**src/rtl/tt_um_serial_adder_seq.sv**
```systemverilog
// tt_um_serial_adder_seq: bit-serial add/subtract sequencer reusing one full-adder cell LSB-first
module tt_um_serial_adder_seq (
    input  logic       clk,
    input  logic       rst_n,
    input  logic       ena,
    input  logic [7:0] ui_in,
    input  logic [7:0] uio_in,
    output logic [7:0] uo_out,
    output logic [7:0] uio_out,
    output logic [7:0] uio_oe
);
    localparam int WIDTH = 4;
    localparam int CW = $clog2(WIDTH);
    localparam logic [1:0] IDLE = 2'd0;
    localparam logic [1:0] RUN  = 2'd1;
    localparam logic [1:0] DONE = 2'd2;
    logic [1:0] state;
    logic [WIDTH-1:0] a_sr, b_sr, sum_sr;
    logic [WIDTH:0] result;
    logic [CW-1:0] count;
    logic carry, mode_q, start_q, busy, done;
    logic s1, c1, s, c2, cout, start_ev, last;
    logic unused_ok;
    assign s1 = a_sr[0] ^ b_sr[0];
    assign c1 = a_sr[0] & b_sr[0];
    assign s = s1 ^ carry;
    assign c2 = s1 & carry;
    assign cout = c1 | c2;
    assign start_ev = uio_in[0] & ~start_q;
    assign last = count == CW'(WIDTH - 1);
    assign uo_out = {1'b0, done, busy, result};
    assign uio_out = 8'h00;
    assign uio_oe = 8'h00;
    assign unused_ok = &{1'b0, uio_in[7:2]};
    // Sequencer: capture operands on a start edge, then one full-adder step per edge until the last bit
    always_ff @(posedge clk or negedge rst_n) begin
        if (!rst_n) begin
            state <= IDLE;
            a_sr <= '0;
            b_sr <= '0;
            sum_sr <= '0;
            result <= '0;
            count <= '0;
            carry <= 1'b0;
            mode_q <= 1'b0;
            start_q <= 1'b0;
            busy <= 1'b0;
            done <= 1'b0;
        end else if (ena) begin
            start_q <= uio_in[0];
            if (state != RUN && start_ev) begin
                state <= RUN;
                a_sr <= ui_in[WIDTH-1:0];
                b_sr <= ui_in[7:4] ^ {WIDTH{uio_in[1]}};
                carry <= uio_in[1];
                mode_q <= uio_in[1];
                count <= '0;
                done <= 1'b0;
                busy <= 1'b1;
            end else if (state == RUN) begin
                a_sr <= a_sr >> 1;
                b_sr <= b_sr >> 1;
                sum_sr <= {s, sum_sr[WIDTH-1:1]};
                carry <= cout;
                count <= count + 1'b1;
                if (last) begin
                    state <= DONE;
                    busy <= 1'b0;
                    done <= 1'b1;
                    result <= {mode_q ? ~cout : cout, s, sum_sr[WIDTH-1:1]};
                end
            end
        end
    end
endmodule

```
**config.mk**
```make
export PLATFORM = sky130hd
export DESIGN_NAME = tt_um_serial_adder_seq
export DESIGN_NICKNAME = d
export VERILOG_FILES = /design/src/rtl/tt_um_serial_adder_seq.sv
export SDC_FILE = /design/constraint.sdc
export NUM_CORES = 1
export LEC_CHECK = 0
export ABC_AREA = 0
export CORE_ASPECT_RATIO = 0.7
export CORE_MARGIN = 2
export CORE_UTILIZATION = 35
export DETAILED_ROUTE_END_ITERATION = 16
export PLACE_DENSITY_LB_ADDON = 0.25
export SYNTH_ARGS = -nofsm -noshare
export SYNTH_HDL_FRONTEND = slang
export SYNTH_SLANG_ARGS = --single-unit
```
**constraint.sdc**
```tcl
create_clock -name clk -period 2.55 [get_ports clk]
set_input_delay 0.6375 -clock clk [delete_from_list [all_inputs] [get_ports clk]]
set_output_delay 0.6375 -clock clk [all_outputs]
set_load 0.02 [all_outputs]
```
# Word-level counts from Yosys, hierarchy flattened
# Cells that the tools add are included.
# classes
addsub	1
eq_ne	3
n_mux	18
n_bitwise	10
n_reduce_logical	8
# ops
op	count
$mux 4	4
$mux 2	5
$mux 1	9
$reduce_and 3->1	2
$reduce_and 2->1	2
$reduce_and 4->1	1
$reduce_bool 2->1	2
$xor 4x4->4	1
$and 1x1->1	3
$not 1->1	3
$add 2x1->2 const B	1
$eq 2x1->1 const B	1
$eq 2x2->1 const B	1
$ne 2x1->1 const B	1
$xor 1x1->1	2
$logic_and 1x1->1	1
$or 1x1->1	1
# word_totals
reg_bits	26
inputBits	19
output_inout_bits	24
word_cells	51

# Longest topological paths before layout
# Gate-level depths: netlist of run 1.
# logic_depth
ltp_word	5
depth_mapped	6
depth_no_buf	4

# Least setup slack after synthesis of run 1
# OpenSTA, ideal clock, no wires.
# synth_path
kind	input to register
startpoint	in ena
endpoint	reg mode_q
arrival_ns	1.380
t_required_ns	2.425
setup_slack_ns	1.045
stages	4
n_path_buf	1
path_cell_list	clkbuf_2 nand2_1 nor2_2 mux2_2
# synth_between
elab_chain_len	1
# synth_lines
item	line	rtl
start, declared	5	input logic ena,
$reduce_and 2->1 (no source line)	--	
end signal, assigned	56	mode_q <= uio_in[1];
end, declared	21	logic carry, mode_q, start_q, busy, done;
# Every way passes these cells.
# A chain may end at the register's enable or synchronous reset.

==> impl_metrics.env, run 1 <==
export IMPL_ir_drop_v=0.000502
export IMPL_critPathCaptureType="output port"
export IMPL_cp_max_fo=3
export IMPL_grt_pass1_vias=665
export IMPL_timing_rr_end="carry"
export IMPL_vias_per_cell=4.21
export IMPL_combinationalPowerShare=0.410
export IMPL_r2r_cells=4
export IMPL_place_inst=170
export IMPL_first_iter_violations=18
export IMPL_gr_total_overflow=0
export IMPL_final_common_cell="dfrtp_1"
export IMPL_die_w_um=74.9
export IMPL_clk_latency_ns=0.26
export IMPL_setup_tns_ns=0
export IMPL_drive_gt1_frac=0.142
export IMPL_cts_buffers_inserted=3
export IMPL_cp_startpoint="state[1]"
export IMPL_cts_tree="built"
export IMPL_core_area_um2=3250
export IMPL_yosys_warnings=0
export IMPL_grt_first_pass_wirelength_um=3130
export IMPL_hold_class="reg2reg"
export IMPL_n_antenna_cell=0
export IMPL_ctsHtreeMaxLevel=1
export IMPL_num_io_pins=43
export IMPL_drv_cap=0
export IMPL_firstDrtPassIters=2
export IMPL_seqPwrFrac=0.431
export IMPL_finalCriticalPeriod_ns=1.95
export IMPL_start_util=0.378
export IMPL_worstReg2RegStart="state[1]"
export IMPL_grt_util_met2=0.168
export IMPL_path_cells="clkdlybuf4s50_1"
export IMPL_p_int_mw=0.897
export IMPL_fin_area_um2=1410
export IMPL_pwr_share_clk=0.159
export IMPL_fin_nets=149
export IMPL_use_met3=0.0449
export IMPL_place_area_um2=1360
export IMPL_start_kind="flop"
export IMPL_p_per_area_nw_per_um2=999
export IMPL_hold_viol_final=0
export IMPL_drv_slew=0
export IMPL_dp_hpwl_um=1440
export IMPL_p_switching_mw=0.509
export IMPL_rsz0062_at_grt="false"
export IMPL_status="completed"
export IMPL_antenna_found_initial=0
export IMPL_cp_top_family="buffers and inverters"
export IMPL_syn_inst=111
export IMPL_clockBufferDepth=2
export IMPL_slowest_stage="clkdlybuf4s50_1"
export IMPL_critPathRequiredTime_ns=1.91
export IMPL_num_rows=17
export IMPL_post_cts_resized=0
export IMPL_path_clk_slew_ns=0.08
export IMPL_rrSetupSlack_ns=1.18
export IMPL_skew_ns=0.00263
export IMPL_power_mw=1.41
export IMPL_grt_max_degree=24
export IMPL_clock_sinks=23
export IMPL_via_count=732
export IMPL_area_growth_syn_to_layout_pct=14.4
export IMPL_synth_seq_cells=23
export IMPL_swShare=0.362
export IMPL_cp_arrival_ns=1.31
export IMPL_p_leak_nw=0.660
export IMPL_path_buf_inv=1
export IMPL_post_cts_buffers=0
export IMPL_final_cells=174
export IMPL_drc=0
export IMPL_slowest_delay_ns=0.63
export IMPL_drt_wirelength_per_cell_um=10.8
export IMPL_cts_root_buf="clkbuf_8"
export IMPL_cts_hold_buf=0
export IMPL_cp_depth=1
export IMPL_fin_hold_ws_ns=0.489
export IMPL_crit_type="reg2out"
export IMPL_die_h_um=53.6
export IMPL_ys_types=25
export IMPL_fmax_mhz=513
export IMPL_finalWirelength_um=1880
export IMPL_postRouteAntennaNets=0
export IMPL_critPathCapture="uo_out[6]"
export IMPL_die_area_um2=4010
export IMPL_port_buffers=19
export IMPL_gr_usage_all_layers=0.108
export IMPL_final_cell_mix="23 x dfrtp_1, 22 x nand2_1, 19 x clkdlybuf4s50_1"
export IMPL_finalSetupViolations=0
export IMPL_grt_busiest_layer="met2"
export IMPL_postSynthAreaPerCell_um2=11.1
export IMPL_timing_final_crit_share=0.765
export IMPL_fill_cells=324
export IMPL_syn_cell_area_um2=1230
export IMPL_grt_util_met1=0.143
export IMPL_ys_seq_area_frac=0.468
export IMPL_gp_congestion=0.688
-- synthesized netlist by cell type (all sizes together) --
library cell	n	area [um2]
buf	23	184
fa	1	20.0
xor2	4	35.0
dfrtp	23	576
a21o	1	7.51
o21ai	10	61.3
a22o	3	26.3
ha	1	12.5
clkbuf	2	8.75
nor2b	3	36.3
nor2	1	6.26
mux2	6	82.6
xnor2	1	8.76
conb	1	3.75
nand2	22	82.6
o22ai	4	25.0
mux2i	3	30.0
nand3	1	17.5
and2	1	6.26
-- power by group through the flow --
stage / combinational, mW / clock [mW] / sequential (mW)
global route: 0.637 / 0.250 / 0.629
global placement: 0.570 / 0 / 0.608
floorplan: 0.462 / 0 / 0.633
CTS: 0.585 / 0.233 / 0.610
detailed placement: 0.584 / 0 / 0.617
finish: 0.576 / 0.223 / 0.606
-- metrics by stage --
| step | utilization | setup slack [ns] |
|---|---|---|
| global route | 0.433 | 0.564 |
| detailed placement | 0.418 | 0.416 |
| global placement | 0.418 | 0.426 |
| floorplan | - | 1.05 |
| finish | 0.433 | 0.600 |
| CTS | 0.433 | 0.590 |
-- metal layers --
layer / routed length [um] / vias up
li1: - / 364
met1: 944 / 341
met2: 811 / 25
met3: 115 / 2
met4: 8 / 0
met5: 0 / -
-- state kept, by name, summed over array words and instances (netlist names) --
signal / flops
b_sr: 4
sum_sr: 3
a_sr: 4
state: 2
carry: 1
count: 2
start_q: 1
mode_q: 1
result: 5
-- area by class of cell --
cell class	count	area, um2	share of cell area
sequential	23	576	0.409
multi-input combinational	79	522	0.371
timing repair buffer	21	205	0.146
tap	47	58.8	0.0418
clock buffer	3	41.3	0.0293
clock inverter	1	5.00	0.00356
-- worst min path at each step --
| stage | cells after the start | start | endpoint | slack (ns) |
|---|---|---|---|---|
| 6_report | 2 | sum_sr[1] | sum_sr[1] | 0.49 |
| 3_3_place_gp | 2 | sum_sr[1] | sum_sr[1] | 0.46 |
| 2_1_floorplan | 0 | rst_n | a_sr[0] | 0.34 |
| 3_5_place_dp | 2 | result[4] | result[4] | 0.48 |
| 4_1_cts | 2 | result[4] | result[4] | 0.50 |
| 5_1_grt | 2 | a_sr[1] | a_sr[1] | 0.52 |
-- logic make-up after synthesis --
logic type | count (synthesis) | synth area share
AND/OR/NAND/NOR | 28 | 0.121
buffers and inverters | 25 | 0.157
flip-flops | 23 | 0.468
AO/OA/AOI/OAI | 18 | 0.0977
multiplexers | 9 | 0.0916
XOR/XNOR | 5 | 0.0356
adder cells (fa/ha/maj) | 2 | 0.0264
other | 1 | 0.00305
(Power assumes the default switching activity.)
==> run 2, diff against run 1 <==
Clock period 2.55 ns to 1.98 ns, I/O delays scaled along.
==> impl_metrics.env, run 2 (same netlist as run 1, synthesis figures left out) <==
export IMPL_post_cts_resized=0
export IMPL_via_count=772
export IMPL_grt_first_pass_wirelength_um=3370
export IMPL_skew_ns=0.00486
export IMPL_core_area_um2=3250
export IMPL_cp_max_fo=3
export IMPL_place_area_um2=1390
export IMPL_dp_hpwl_um=1490
export IMPL_postRouteAntennaNets=0
export IMPL_setup_tns_ns=0
export IMPL_drc=0
export IMPL_slowest_stage="clkdlybuf4s50_1"
export IMPL_min_from="sum_sr[1]"
export IMPL_path_buf_inv=1
export IMPL_p_switching_mw=0.664
export IMPL_ir_drop_v=0.000512
export IMPL_fin_area_um2=1440
export IMPL_die_area_um2=4010
export IMPL_drt_wirelength_per_cell_um=10.9
export IMPL_regMostFlops="result"
export IMPL_clk_latency_ns=0.26
export IMPL_die_w_um=74.9
export IMPL_final_cell_mix="23 x dfrtp_1, 22 x nand2_1, 19 x clkdlybuf4s50_1"
export IMPL_power_mw=1.85
export IMPL_path_clk_slew_ns=0.08
export IMPL_cp_startpoint="state[1]"
export IMPL_die_h_um=53.6
export IMPL_top_regs="result: 5 flops, a_sr: 4 flops, b_sr: 4 flops"
export IMPL_first_iter_violations=37
export IMPL_grt_max_degree=24
export IMPL_cts_hold_buf=0
export IMPL_drv_slew=0
export IMPL_clockBufferDepth=2
export IMPL_firstDrtPassIters=4
export IMPL_largest_reg_flops=5
export IMPL_slowest_delay_ns=0.63
export IMPL_p_leak_nw=0.676
export IMPL_status="completed"
export IMPL_pwr_share_clk=0.154
export IMPL_crit_type="reg2out"
export IMPL_hold_depth=2
export IMPL_combinationalPowerShare=0.424
export IMPL_drv_cap=0
export IMPL_num_rows=17
export IMPL_hold_viol_final=0
export IMPL_n_antenna_cell=0
export IMPL_p_int_mw=1.19
export IMPL_area_growth_syn_to_layout_pct=16.7
export IMPL_vias_per_cell=4.39
export IMPL_drive_gt1_frac=0.155
export IMPL_port_buffers=19
export IMPL_critPathCaptureType="output port"
export IMPL_timing_final_crit_share=0.910
export IMPL_cp_depth=1
export IMPL_rsz0062_at_grt="false"
export IMPL_clock_sinks=23
export IMPL_fill_cells=317
export IMPL_cp_top_family="buffers and inverters"
export IMPL_critPathRequiredTime_ns=1.48
export IMPL_path_cells="clkdlybuf4s50_1"
export IMPL_gr_usage_all_layers=0.114
export IMPL_seqPwrFrac=0.422
export IMPL_antenna_found_initial=0
export IMPL_start_util=0.378
export IMPL_cts_tree="built"
export IMPL_finalWirelength_um=1920
export IMPL_gp_congestion=0.679
export IMPL_r2r_cells=4
export IMPL_worstReg2RegStart="state[1]"
export IMPL_finalCriticalPeriod_ns=1.80
export IMPL_p_per_area_nw_per_um2=1290
export IMPL_fin_nets=151
export IMPL_fmax_mhz=555
export IMPL_cts_root_buf="clkbuf_8"
export IMPL_grt_pass1_vias=731
export IMPL_gr_total_overflow=0
export IMPL_num_io_pins=43
export IMPL_cts_buffers_inserted=3
export IMPL_swShare=0.359
export IMPL_cp_arrival_ns=1.31
export IMPL_final_common_cell="dfrtp_1"
export IMPL_hold_class="reg2reg"
export IMPL_finalSetupViolations=0
export IMPL_ctsHtreeMaxLevel=1
export IMPL_post_cts_buffers=0
export IMPL_start_kind="flop"
## run 2: per-stage QoR
step / util / setup slack (ns) / instances / hold slack [ns]
finish: 0.441 / 0.178 / 176 / 0.488
global route: 0.441 / 0.140 / 176 / 0.514
CTS: 0.441 / 0.167 / 176 / 0.496
detailed placement: 0.427 / 0.0916 / 172 / 0.476
global placement: 0.427 / 0.0950 / 172 / 0.462
floorplan: - / 0.618 / 127 / 0.199
## run 2: area by class of cell
cell class | count | area [um2] | share of cell area
Sequential cell | 23 | 576 | 0.401
Multi-Input combinational cell | 79 | 522 | 0.364
Timing Repair Buffer | 23 | 233 | 0.162
Tap cell | 47 | 58.8 | 0.0410
Clock buffer | 3 | 41.3 | 0.0288
Clock inverter | 1 | 5.00 | 0.00349
## run 2: routing by layer
metal	global-route usage	part of all wire	vias up
met2	0.170	0.45	29
met4	0.0238	0.0021	0
met5	0	0	-
met1	0.156	0.48	370
li1	-	-	371
met3	0.0468	0.069	2
## run 2: final timing paths
kind / end / slack [ns]
worst max-delay path: uo_out[6] / 0.18
worst min-delay path: sum_sr[1] / 0.49
worst max register to register: a_sr[0] / 0.62
worst min register to register: sum_sr[1] / 0.49
max in group asynchronous: a_sr[2] / 1.15
min in group asynchronous: result[1] / 0.60
## run 2: power by group through the flow
stage	combinational [mW]	clock (mW)	sequential [mW]
after detailed placement	0.801	0	0.793
after global placement	0.772	0	0.783
after CTS	0.800	0.301	0.786
after global routing	0.881	0.322	0.812
after floorplan	0.596	0	0.815
final	0.784	0.285	0.781
## run 2: worst reg2reg max path, cell delays in order, from the launching register on
cell and delay [ns]:
dfrtp_1 0.43, nor2b_4 0.26, and2_1 0.37, o22ai_1 0.12, o21ai_1 0.12
==> run 3, diff against run 2 <==
Settings changed: CORE_UTILIZATION 35 to 44.
==> impl_metrics.env, run 3 (same netlist as run 1, synthesis figures left out) <==
export IMPL_status="completed"
export IMPL_fmax_mhz=561
export IMPL_power_mw=1.81
export IMPL_drt_wirelength_per_cell_um=10.7
export IMPL_grt_first_pass_wirelength_um=2860
export IMPL_postRouteAntennaNets=0
export IMPL_critPathRequiredTime_ns=1.48
export IMPL_fin_nets=151
export IMPL_rsz0062_at_grt="false"
export IMPL_seqPwrFrac=0.429
export IMPL_post_cts_resized=0
export IMPL_die_w_um=67.2
export IMPL_final_cell_mix="23 x dfrtp_1, 22 x nand2_1, 19 x clkdlybuf4s50_1"
export IMPL_finalCriticalPeriod_ns=1.78
export IMPL_slowest_stage="clkdlybuf4s50_1"
export IMPL_clk_latency_ns=0.26
export IMPL_grt_pass1_vias=633
export IMPL_cp_arrival_ns=1.29
export IMPL_path_cells="clkdlybuf4s50_1"
export IMPL_area_growth_syn_to_layout_pct=14.2
export IMPL_cp_depth=1
export IMPL_firstDrtPassIters=4
export IMPL_cts_root_buf="clkbuf_8"
export IMPL_drv_cap=0
export IMPL_port_buffers=19
export IMPL_critPathCaptureType="output port"
export IMPL_p_leak_nw=0.668
export IMPL_hold_class="reg2reg"
export IMPL_skew_ns=0.00279
export IMPL_largest_reg_flops=5
export IMPL_first_iter_violations=35
export IMPL_pwr_share_clk=0.154
export IMPL_finalWirelength_um=1750
export IMPL_regMostFlops="result"
export IMPL_n_antenna_cell=0
export IMPL_slowest_delay_ns=0.62
export IMPL_path_clk_slew_ns=0.07
export IMPL_core_area_um2=2550
export IMPL_via_count=735
export IMPL_vias_per_cell=4.51
export IMPL_r2r_cells=4
export IMPL_path_buf_inv=1
export IMPL_num_rows=15
export IMPL_gr_usage_all_layers=0.126
export IMPL_clock_sinks=23
export IMPL_cp_top_family="buffers and inverters"
export IMPL_p_per_area_nw_per_um2=1290
export IMPL_grt_max_degree=24
export IMPL_clockBufferDepth=2
export IMPL_ctsHtreeMaxLevel=1
export IMPL_setup_tns_ns=0
export IMPL_hold_depth=2
export IMPL_antenna_found_initial=0
export IMPL_start_kind="flop"
export IMPL_die_h_um=48.2
export IMPL_fill_cells=234
export IMPL_swShare=0.353
export IMPL_final_common_cell="dfrtp_1"
export IMPL_drc=0
export IMPL_die_area_um2=3240
export IMPL_cp_max_fo=3
export IMPL_crit_type="reg2out"
export IMPL_cts_tree="built"
export IMPL_dp_hpwl_um=1380
export IMPL_rrSetupSlack_ns=0.64
export IMPL_p_switching_mw=0.638
export IMPL_top_regs="result: 5 flops, a_sr: 4 flops, b_sr: 4 flops"
export IMPL_drv_slew=0
export IMPL_ir_drop_v=0.000510
export IMPL_cts_buffers_inserted=3
export IMPL_timing_final_crit_share=0.901
export IMPL_gr_total_overflow=0
export IMPL_combinationalPowerShare=0.417
export IMPL_post_cts_buffers=0
export IMPL_gp_congestion=0.706
export IMPL_p_int_mw=1.17
export IMPL_finalSetupViolations=0
export IMPL_cts_hold_buf=0
export IMPL_drive_gt1_frac=0.147
export IMPL_num_io_pins=43
export IMPL_hold_viol_final=0
export IMPL_start_util=0.482
==> run 3: cell types whose count changed in the layout (fill, tap and decap cells not counted), sizes merged <==
cell and change:
clkbuf +1, clkinv -1
==> run 3: per-layer routing <==
layer,vias to the layer above,wire length (um),global-route usage
li1,371,-,-
met5,-,0,0
met3,2,133,0.0577
met2,24,771,0.194
met1,338,828,0.162
met4,0,11,0.0367
==> run 3: final timing paths <==
kind                           start   endpoint
min                        sum_sr[1]  sum_sr[1]
max in group asynchronous      rst_n   state[1]
min reg2reg                sum_sr[1]  sum_sr[1]
max                         state[1]  uo_out[6]
min in group asynchronous      rst_n  result[0]
max reg2reg                 state[1]    a_sr[2]
==> run 3: stage by stage <==
step	cell area, um2	hold slack (ns)	std cells	utilization	setup slack (ns)
floorplan	1290	0.199	127	-	0.618
global placement	1360	0.463	159	0.533	0.130
detailed placement	1360	0.466	159	0.533	0.108
CTS	1410	0.485	163	0.550	0.182
global route	1410	0.522	163	0.550	0.158
finish	1410	0.477	163	0.550	0.196
==> run 3: worst min-delay path: cells and delay by family (launching register included) <==
| family | cells | cell delay [ns] |
|---|---|---|
| flip-flops | 1 | 0.35 |
| AND/OR/NAND/NOR | 2 | 0.10 |
==> run 3: power groups by stage <==
stage / sequential, mW / combinational, mW / clock [mW]
floorplan: 0.815 / 0.596 / 0
finish: 0.775 / 0.753 / 0.279
detailed placement: 0.787 / 0.762 / 0
global placement: 0.778 / 0.743 / 0
global route: 0.798 / 0.835 / 0.315
CTS: 0.778 / 0.763 / 0.292
==> run 3: cell type report <==
cell class | count | area (um2) | area share
repair buffers | 23 | 220 | 0.157
flip-flops and latches | 23 | 576 | 0.410
clock buffers | 4 | 45.0 | 0.0321
well taps | 34 | 42.5 | 0.0303
multi-input cells | 79 | 522 | 0.371
